### config.mk
export PLATFORM = sky130hd
export DESIGN_NAME = register_divider
export DESIGN_NICKNAME = d
export VERILOG_FILES = /design/src/rtl/register_divider.sv
export SDC_FILE = /design/constraint.sdc
export NUM_CORES = 1
export LEC_CHECK = 0
export BUFFER_PORTS_ARGS = -buffer_cell sky130_fd_sc_hd__buf_2
export CAP_MARGIN = 10
export CORE_MARGIN = 5
export CORE_UTILIZATION = 51
export DETAILED_ROUTE_END_ITERATION = 8
export PLACE_DENSITY = 0.85
export SLEW_MARGIN = 10
export SYNTH_ARGS = -nofsm -noshare
export SYNTH_HDL_FRONTEND = slang
export SYNTH_SLANG_ARGS = --single-unit
### constraint.sdc
create_clock -name Clk -period 2.2 [get_ports Clk]
set_input_delay 0.44 -clock Clk [delete_from_list [all_inputs] [get_ports Clk]]
set_output_delay 0.44 -clock Clk [all_outputs]
set_load 0.05 [all_outputs]
### src/rtl/register_divider.sv
// Sequential restoring divider: {DH,DL} / B -> Q, R, one quotient bit per clock.
// Operands are loaded from a shared data bus through per-register enables.
module register_divider #(
  parameter int WIDTH = 8
) (
  input  logic             Clk,
  input  logic             Rst,
  input  logic             EH,
  input  logic             EL,
  input  logic             EB,
  input  logic [WIDTH-1:0] Data,
  input  logic             Start,
  output logic [WIDTH-1:0] DH,
  output logic [WIDTH-1:0] DL,
  output logic [WIDTH-1:0] B,
  output logic [WIDTH-1:0] Q,
  output logic [WIDTH-1:0] R,
  output logic             Busy,
  output logic             Done,
  output logic             DivZero,
  output logic             Ovf
);

  localparam int CW = $clog2(WIDTH + 1);

  typedef enum logic [1:0] {
    IDLE = 2'd0,
    RUN  = 2'd1,
    DONE = 2'd2
  } state_t;

  state_t           state_r, state_s;
  logic [WIDTH-1:0] dh_r, dh_s;
  logic [WIDTH-1:0] dl_r, dl_s;
  logic [WIDTH-1:0] b_r, b_s;
  logic [WIDTH-1:0] q_r, q_s;
  logic [WIDTH-1:0] r_r, r_s;
  logic [WIDTH-1:0] p_r, p_s;
  logic [WIDTH-1:0] s_r, s_s;
  logic [WIDTH-1:0] qs_r, qs_s;
  logic [CW-1:0]    cnt_r, cnt_s;
  logic             busy_r, done_r, divzero_r, ovf_r;
  logic             divzero_s, ovf_s;

  logic [WIDTH+1:0] trial_s;
  logic             fits_s;
  logic [WIDTH-1:0] rem_next_s;
  logic [WIDTH-1:0] qbits_s;
  logic             op_error_s;

  // One restoring step: subtract B from the partial remainder with the next dividend bit appended
  always_comb begin
    trial_s    = {1'b0, p_r, s_r[WIDTH-1]} - {2'b00, b_r};
    fits_s     = ~trial_s[WIDTH+1];
    rem_next_s = fits_s ? trial_s[WIDTH-1:0] : {p_r[WIDTH-2:0], s_r[WIDTH-1]};
    qbits_s    = {qs_r[WIDTH-2:0], fits_s};
    // A quotient wider than WIDTH bits is detected up front from the high half alone
    op_error_s = (b_r == {WIDTH{1'b0}}) || (dh_r >= b_r);
  end

  // State register
  always_ff @(posedge Clk or posedge Rst) begin
    if (Rst) begin
      state_r <= IDLE;
    end else begin
      state_r <= state_s;
    end
  end

  // Next-state logic
  always_comb begin
    state_s = state_r;
    case (state_r)
      IDLE, DONE: begin
        if (Start) begin
          state_s = op_error_s ? DONE : RUN;
        end else begin
          state_s = state_r;
        end
      end
      RUN: begin
        if (cnt_r == CW'(1)) begin
          state_s = DONE;
        end else begin
          state_s = RUN;
        end
      end
      default: state_s = IDLE;
    endcase
  end

  // Datapath and status next values
  always_comb begin
    dh_s      = dh_r;
    dl_s      = dl_r;
    b_s       = b_r;
    q_s       = q_r;
    r_s       = r_r;
    p_s       = p_r;
    s_s       = s_r;
    qs_s      = qs_r;
    cnt_s     = cnt_r;
    divzero_s = divzero_r;
    ovf_s     = ovf_r;

    if (state_r != RUN) begin
      dh_s = EH ? Data : dh_r;
      dl_s = EL ? Data : dl_r;
      b_s  = EB ? Data : b_r;
    end else begin
      dh_s = dh_r;
    end

    case (state_r)
      IDLE, DONE: begin
        if (Start) begin
          divzero_s = 1'b0;
          ovf_s     = 1'b0;
          if (b_r == {WIDTH{1'b0}}) begin
            divzero_s = 1'b1;
            q_s       = {WIDTH{1'b1}};
            r_s       = {WIDTH{1'b0}};
          end else if (dh_r >= b_r) begin
            ovf_s = 1'b1;
            q_s   = {WIDTH{1'b1}};
            r_s   = {WIDTH{1'b0}};
          end else begin
            p_s   = dh_r;
            s_s   = dl_r;
            qs_s  = {WIDTH{1'b0}};
            cnt_s = CW'(WIDTH);
          end
        end else begin
          cnt_s = cnt_r;
        end
      end
      RUN: begin
        p_s   = rem_next_s;
        s_s   = {s_r[WIDTH-2:0], 1'b0};
        qs_s  = qbits_s;
        cnt_s = cnt_r - CW'(1);
        if (cnt_r == CW'(1)) begin
          q_s = qbits_s;
          r_s = rem_next_s;
        end else begin
          q_s = q_r;
        end
      end
      default: begin
        cnt_s = {CW{1'b0}};
      end
    endcase
  end

  // Datapath and status registers
  always_ff @(posedge Clk or posedge Rst) begin
    if (Rst) begin
      dh_r      <= {WIDTH{1'b0}};
      dl_r      <= {WIDTH{1'b0}};
      b_r       <= {WIDTH{1'b0}};
      q_r       <= {WIDTH{1'b0}};
      r_r       <= {WIDTH{1'b0}};
      p_r       <= {WIDTH{1'b0}};
      s_r       <= {WIDTH{1'b0}};
      qs_r      <= {WIDTH{1'b0}};
      cnt_r     <= {CW{1'b0}};
      busy_r    <= 1'b0;
      done_r    <= 1'b0;
      divzero_r <= 1'b0;
      ovf_r     <= 1'b0;
    end else begin
      dh_r      <= dh_s;
      dl_r      <= dl_s;
      b_r       <= b_s;
      q_r       <= q_s;
      r_r       <= r_s;
      p_r       <= p_s;
      s_r       <= s_s;
      qs_r      <= qs_s;
      cnt_r     <= cnt_s;
      busy_r    <= (state_s == RUN);
      done_r    <= (state_s == DONE);
      divzero_r <= divzero_s;
      ovf_r     <= ovf_s;
    end
  end

  assign DH      = dh_r;
  assign DL      = dl_r;
  assign B       = b_r;
  assign Q       = q_r;
  assign R       = r_r;
  assign Busy    = busy_r;
  assign Done    = done_r;
  assign DivZero = divzero_r;
  assign Ovf     = ovf_r;

endmodule

=== Word level (Yosys, flattened, before mapping) ===
Cells that the tools add are included.

* Input port bits: 14
* Output and inout bits: 44
* Register bits: 73
* Word-level logic and storage cells: 75

* Mux-type cells: 34
* Add/sub/neg operators: 2
* Reduce and logical (&&, ||, !) cells: 12
* Bitwise logic cells: 1
* Equality and inequality tests: 11
* Magnitude comparators: 1

{| class="wikitable"
|+ Operator list
! kind !! number
|-
| $mux 8 || 15
|-
| $pmux 8 s2 || 4
|-
| $mux 7 || 3
|-
| $pmux 7 s2 || 1
|-
| $mux 4 || 3
|-
| $sub 9x8->10 || 1
|-
| $ge 8x8->1 || 1
|-
| $logic_not 8->1 || 1
|-
| $ne 2x2->1 const B || 4
|-
| $pmux 4 s2 || 1
|-
| $reduce_and 2->1 || 4
|-
| $reduce_and 4->1 || 2
|-
| $mux 2 || 3
|-
| $eq 2x1->1 const B || 2
|-
| $eq 2x2->1 const B || 2
|-
| $eq 4x1->1 const B || 1
|-
| $pmux 2 s2 || 1
|-
| $sub 4x1->4 const B || 1
|-
| $mux 1 || 3
|-
| $ne 3x3->1 const B || 1
|-
| $reduce_and 3->1 || 1
|-
| $logic_not 2->1 || 1
|-
| $ne 2x1->1 const B || 1
|-
| $reduce_bool 2->1 || 1
|-
| 3 further kinds || 3
|}

=== Depth between registers and ports, before layout ===
* Depth in word-level cells: 6
* Gate-level depth with buffers: 10
* Mapped depth without buffers: 8

=== Least setup slack after synthesis ===
Ideal clock, no wire load.

* Path type: register to register
* From: reg b_r[1] (netlist: B[1])
* To: reg r_r[1] (netlist: R[1])
* Data arrival time: 2.507 ns
* Clock period less this slack: 2.590 ns
* Data required time: 2.117 ns
* Stages on the path, launching flop included: 10
* Slack: -0.390 ns
* Path buffers: 1
* Library setup time: 0.083 ns
* Path through: dfrtp_1 > inv_1 > ha_1 > nor2b_1 > o2111a_1 > a31o_2 > a21boi_2 > buf_6 > mux2_2 > o22ai_1

* Cells in the longest elaborated chain, start to end: 4
* Elaborated cells between the ends (all ways): 10
* Those cells by class: add/sub: 1; order compare: 1; eq/ne: 1; mux: 5; reduce/logical: 2

{| class="wikitable"
|+ RTL lines
! element !! line !! source
|-
| start: declaration || 35 || <nowiki>logic [WIDTH-1:0] b_r, b_s;</nowiki>
|-
| start signal: assignment || 160 || <nowiki>b_r <= {WIDTH{1'b0}};</nowiki>
|-
| start signal: assignment || 174 || <nowiki>b_r <= b_s;</nowiki>
|-
| $sub 9x8->10 / $logic_not 8->1 (equally long branches) || 53, 119 ||
|-
| $mux 8, on equally long branches || 55, 119 ||
|-
| $mux 8, on equally long branches || 142, 116 ||
|-
| $pmux 8 s2 || 114 || <nowiki>case (state_r)</nowiki>
|-
| end signal: assignment || 162 || <nowiki>r_r <= {WIDTH{1'b0}};</nowiki>
|-
| end signal: assignment || 176 || <nowiki>r_r <= r_s;</nowiki>
|-
| end: declaration || 37 || <nowiki>logic [WIDTH-1:0] r_r, r_s;</nowiki>
|}

Parallel ways exist; a longest one is shown, timed or not. The select of a mux whose other input is x is not followed.
A chain may end at the register's enable or synchronous reset.

=== Worst setup path after layout ===
* From: reg p_r[0]
* To: reg p_r[7]

* Cells in the longest elaborated chain, start to end: 3

{| class="wikitable"
|+ RTL lines
! element !! line !! source
|-
| start: declaration || 38 || <nowiki>logic [WIDTH-1:0] p_r, p_s;</nowiki>
|-
| start signal: assignment || 163 || <nowiki>p_r <= {WIDTH{1'b0}};</nowiki>
|-
| start signal: assignment || 177 || <nowiki>p_r <= p_s;</nowiki>
|-
| $sub 9x8->10 || 53 || <nowiki>trial_s = {1'b0, p_r, s_r[WIDTH-1]} - {2'b00, b_r};</nowiki>
|-
| $mux 8 || 55 || <nowiki>rem_next_s = fits_s ? trial_s[WIDTH-1:0] : {p_r[WIDTH-2:0], s_r[WIDTH-1]};</nowiki>
|-
| $pmux 8 s2 || 114 ||
|}

No other way between the ends.

==> qor.csv <==
metric,value,unit
status,"complete, but fails checks",
failing checks,negative setup slack,
Worst setup SP type,flop,
CTS Root Cell,clkbuf_8,
Clock Path Buffers,2,
DIE HEIGHT,94.8,um
Post-Place Worst Slack,-0.114,ns
first-pass GRT wire length,14800,um
fin crit period,2.25,ns
maximum fanout along the worst path,3,
number of clock sinks,73,
Post-synth ARST share,100,%
row cnt,30,
Post-synth EDFFs,0,
Post-CTS Hold Buffers,0,
DR iter-0 viols,159,
max_cap viols,0,
htree depth,3,
WP data required,2.44,ns
"commonest cells after routing, fill and taps aside","dfrtp_1, buf_2, buf_4, mux2_2, nand2_1",
Die Span X,94.8,um
r2r startpoint,p_r[0]$_DFFE_PP0P_,
post-synthesis cell count,321,
Initial Util,53.0,%
Antenna Cells,0,
placer congestion estimate,0.905,
GR Overflow Total,0,
vias,2928,
Slew headroom,64.9,%
Routed Antenna Nets,0,
layout cells sized above 1,45.6,%
initial antenna violation count,0,
CTS tree,yes,
Vias/cell,5.64,
GRT Util Overall,22.0,%
critical path arrival,2.50,ns
routed len/inst,18.0,um
Ports,58,
Core ar.,6910,um^2
FMAX,0.444,GHz
nets@finish,451,
Pre-Repair DR Iteration Count,5,
final setup fails,2,
#FFs+latches synth,73,
kind of critical path,flop to flop,
Ys Warns,0,
Setup Skew,0.0113,ns
synth-to-layout area growth,29.4,%
Yosys cell types,49,
DP Area,4370,um^2
drt drc,0,
Worst Tran Pin Value,0.525,ns
pin count of the biggest net entering global routing,40,
Synth Area per Inst,11.4,um^2
CTS buffer count,9,
vias in the first global route,3014,
period utilisation layout,102,%
worst skew pair latency,0.38,ns
number of port buffers,57,
Post-Syn Nets,354,
cells on worst reg2reg path,9,
Hold Crit Class,primary input to async pin,
ys flop type,dfrtp_1,
fin area,4740,um^2
sequential share of the synthesized area,49.9,%
Crit. Startpoint,p_r[0]$_DFFE_PP0P_,
most common library cell in the layout ignoring fill and taps,dfrtp_1,
Hold Fails Final Rpt,0,
placed wire-length estimate,6530,um
Max Slew Vio Count,0,
unrepaired setup endpoints after global routing,true,
setup ws final,-0.0534,ns
Setup crit end kind,flop,
die area,8980,um^2
fill count,518,
Post-Route WL,9360,um
synthesized cell area,3660,um^2
clock transition at the registers of the reported paths,0.09,ns
==> cells by family after synthesis <==
kind of cell             after synthesis  synth area share [%]
AO/OA/AOI/OAI                         85                  16.7
buffers and inverters                 38                  4.75
AND/OR/NAND/NOR                       60                  8.37
multiplexers                          42                  12.7
flip-flops                            73                  49.9
XOR/XNOR                               4                 0.956
adder cells (fa/ha/maj)               19                  6.69
==> per-stage QoR <==
stage                     hold WS, ns  instances  TNS, ns  utilization (%)
after detailed placement        0.473        496   -0.349             63.2
after floorplan                 0.472        321   -0.759                -
after global placement          0.471        496        0             63.2
final                           0.182        519   -0.106             68.6
after CTS                       0.194        513        0             66.6
after global routing            0.229        519   -0.282             68.6
==> worst max-delay path, stage by stage, from the launching register on <==
cell      delay, ns
dfrtp_1        0.44
ha_4           0.25
nor2b_4        0.12
o2111a_1       0.24
a31o_2         0.22
buf_4          0.13
buf_4          0.13
nor3_1         0.28
a211o_1        0.22
a22oi_1        0.09
==> flip-flops by register name, summed over array words and instances (netlist names), 7 cells and up <==
| register | flops |
|---|---|
| DH | 8 |
| p_r | 8 |
| s_r | 8 |
| DL | 8 |
| Q | 8 |
| qs_r | 7 |
| B | 8 |
| R | 8 |
==> Yosys cell counts, types with 2 or more instances <==
| cell type | n | area, um^2 |
|---|---|---|
| a21o_1 | 5 | 37.5 |
| a21oi_1 | 21 | 105 |
| a22oi_1 | 5 | 37.5 |
| a2bb2oi_2 | 3 | 45.0 |
| a31oi_1 | 2 | 12.5 |
| buf_6 | 2 | 22.5 |
| clkbuf_1 | 6 | 22.5 |
| dfrtp_1 | 73 | 1830 |
| ha_1 | 18 | 225 |
| inv_1 | 27 | 101 |
| mux2_2 | 27 | 304 |
| mux2_4 | 2 | 30.0 |
| mux2i_1 | 13 | 130 |
| nand2_1 | 21 | 78.8 |
| nand2b_1 | 3 | 18.8 |
| nand3_1 | 2 | 10.0 |
| nor2_1 | 17 | 63.8 |
| nor2b_1 | 3 | 18.8 |
| nor3_1 | 5 | 25.0 |
| nor4_2 | 2 | 25.0 |
| o21ai_0 | 18 | 90.1 |
| o21ai_4 | 2 | 32.5 |
| o22a_1 | 7 | 61.3 |
| o22ai_1 | 8 | 50.1 |
| o2bb2ai_1 | 3 | 26.3 |
| xnor2_1 | 3 | 26.3 |
==> path summary, 6_finish.rpt <==
path,slack (ns),end
max reg2reg,-0.05,p_r[7]$_DFFE_PP0P_
max,-0.05,p_r[7]$_DFFE_PP0P_
min reg2reg,0.49,Q[1]$_DFFE_PP0P_
min,0.18,DL[6]$_DFFE_PP0P_
min in group Clk,0.33,B[2]$_DFFE_PP0P_
max in group asynchronous,1.65,R[3]$_DFFE_PP0P_
==> routing by layer <==
metal / up-vias / GRT usage [%] / part of all wire [%]
li1: 1339 / - / -
met4: 0 / 9.98 / 2.9
met3: 24 / 6.14 / 5.4
met5: - / 0 / 0
met1: 1471 / 27.3 / 43
met2: 94 / 35.6 / 49
==> area by class of cell <==
class / instances / area, um^2 / share of cell area, %
multi-input combinational: 210 / 1810 / 38.1
inverter: 27 / 110 / 2.32
clock buffer: 10 / 128 / 2.69
sequential: 73 / 1840 / 38.8
tap: 96 / 120 / 2.53
clock inverter: 6 / 92.6 / 1.95
timing repair buffer: 97 / 641 / 13.5
==> what timing repair did <==
action / 4_1_cts / 5_1_grt
cloned: 0 / 1
pin swaps: 2 / 13
buffers inserted: 1 / 5
gates resized for setup: 3 / 12
endpoints found under the setup margin: 11 / 31
Power is not shown: default switching activity piles up to over one toggle a cycle in this logic, so the estimate is an artifact.
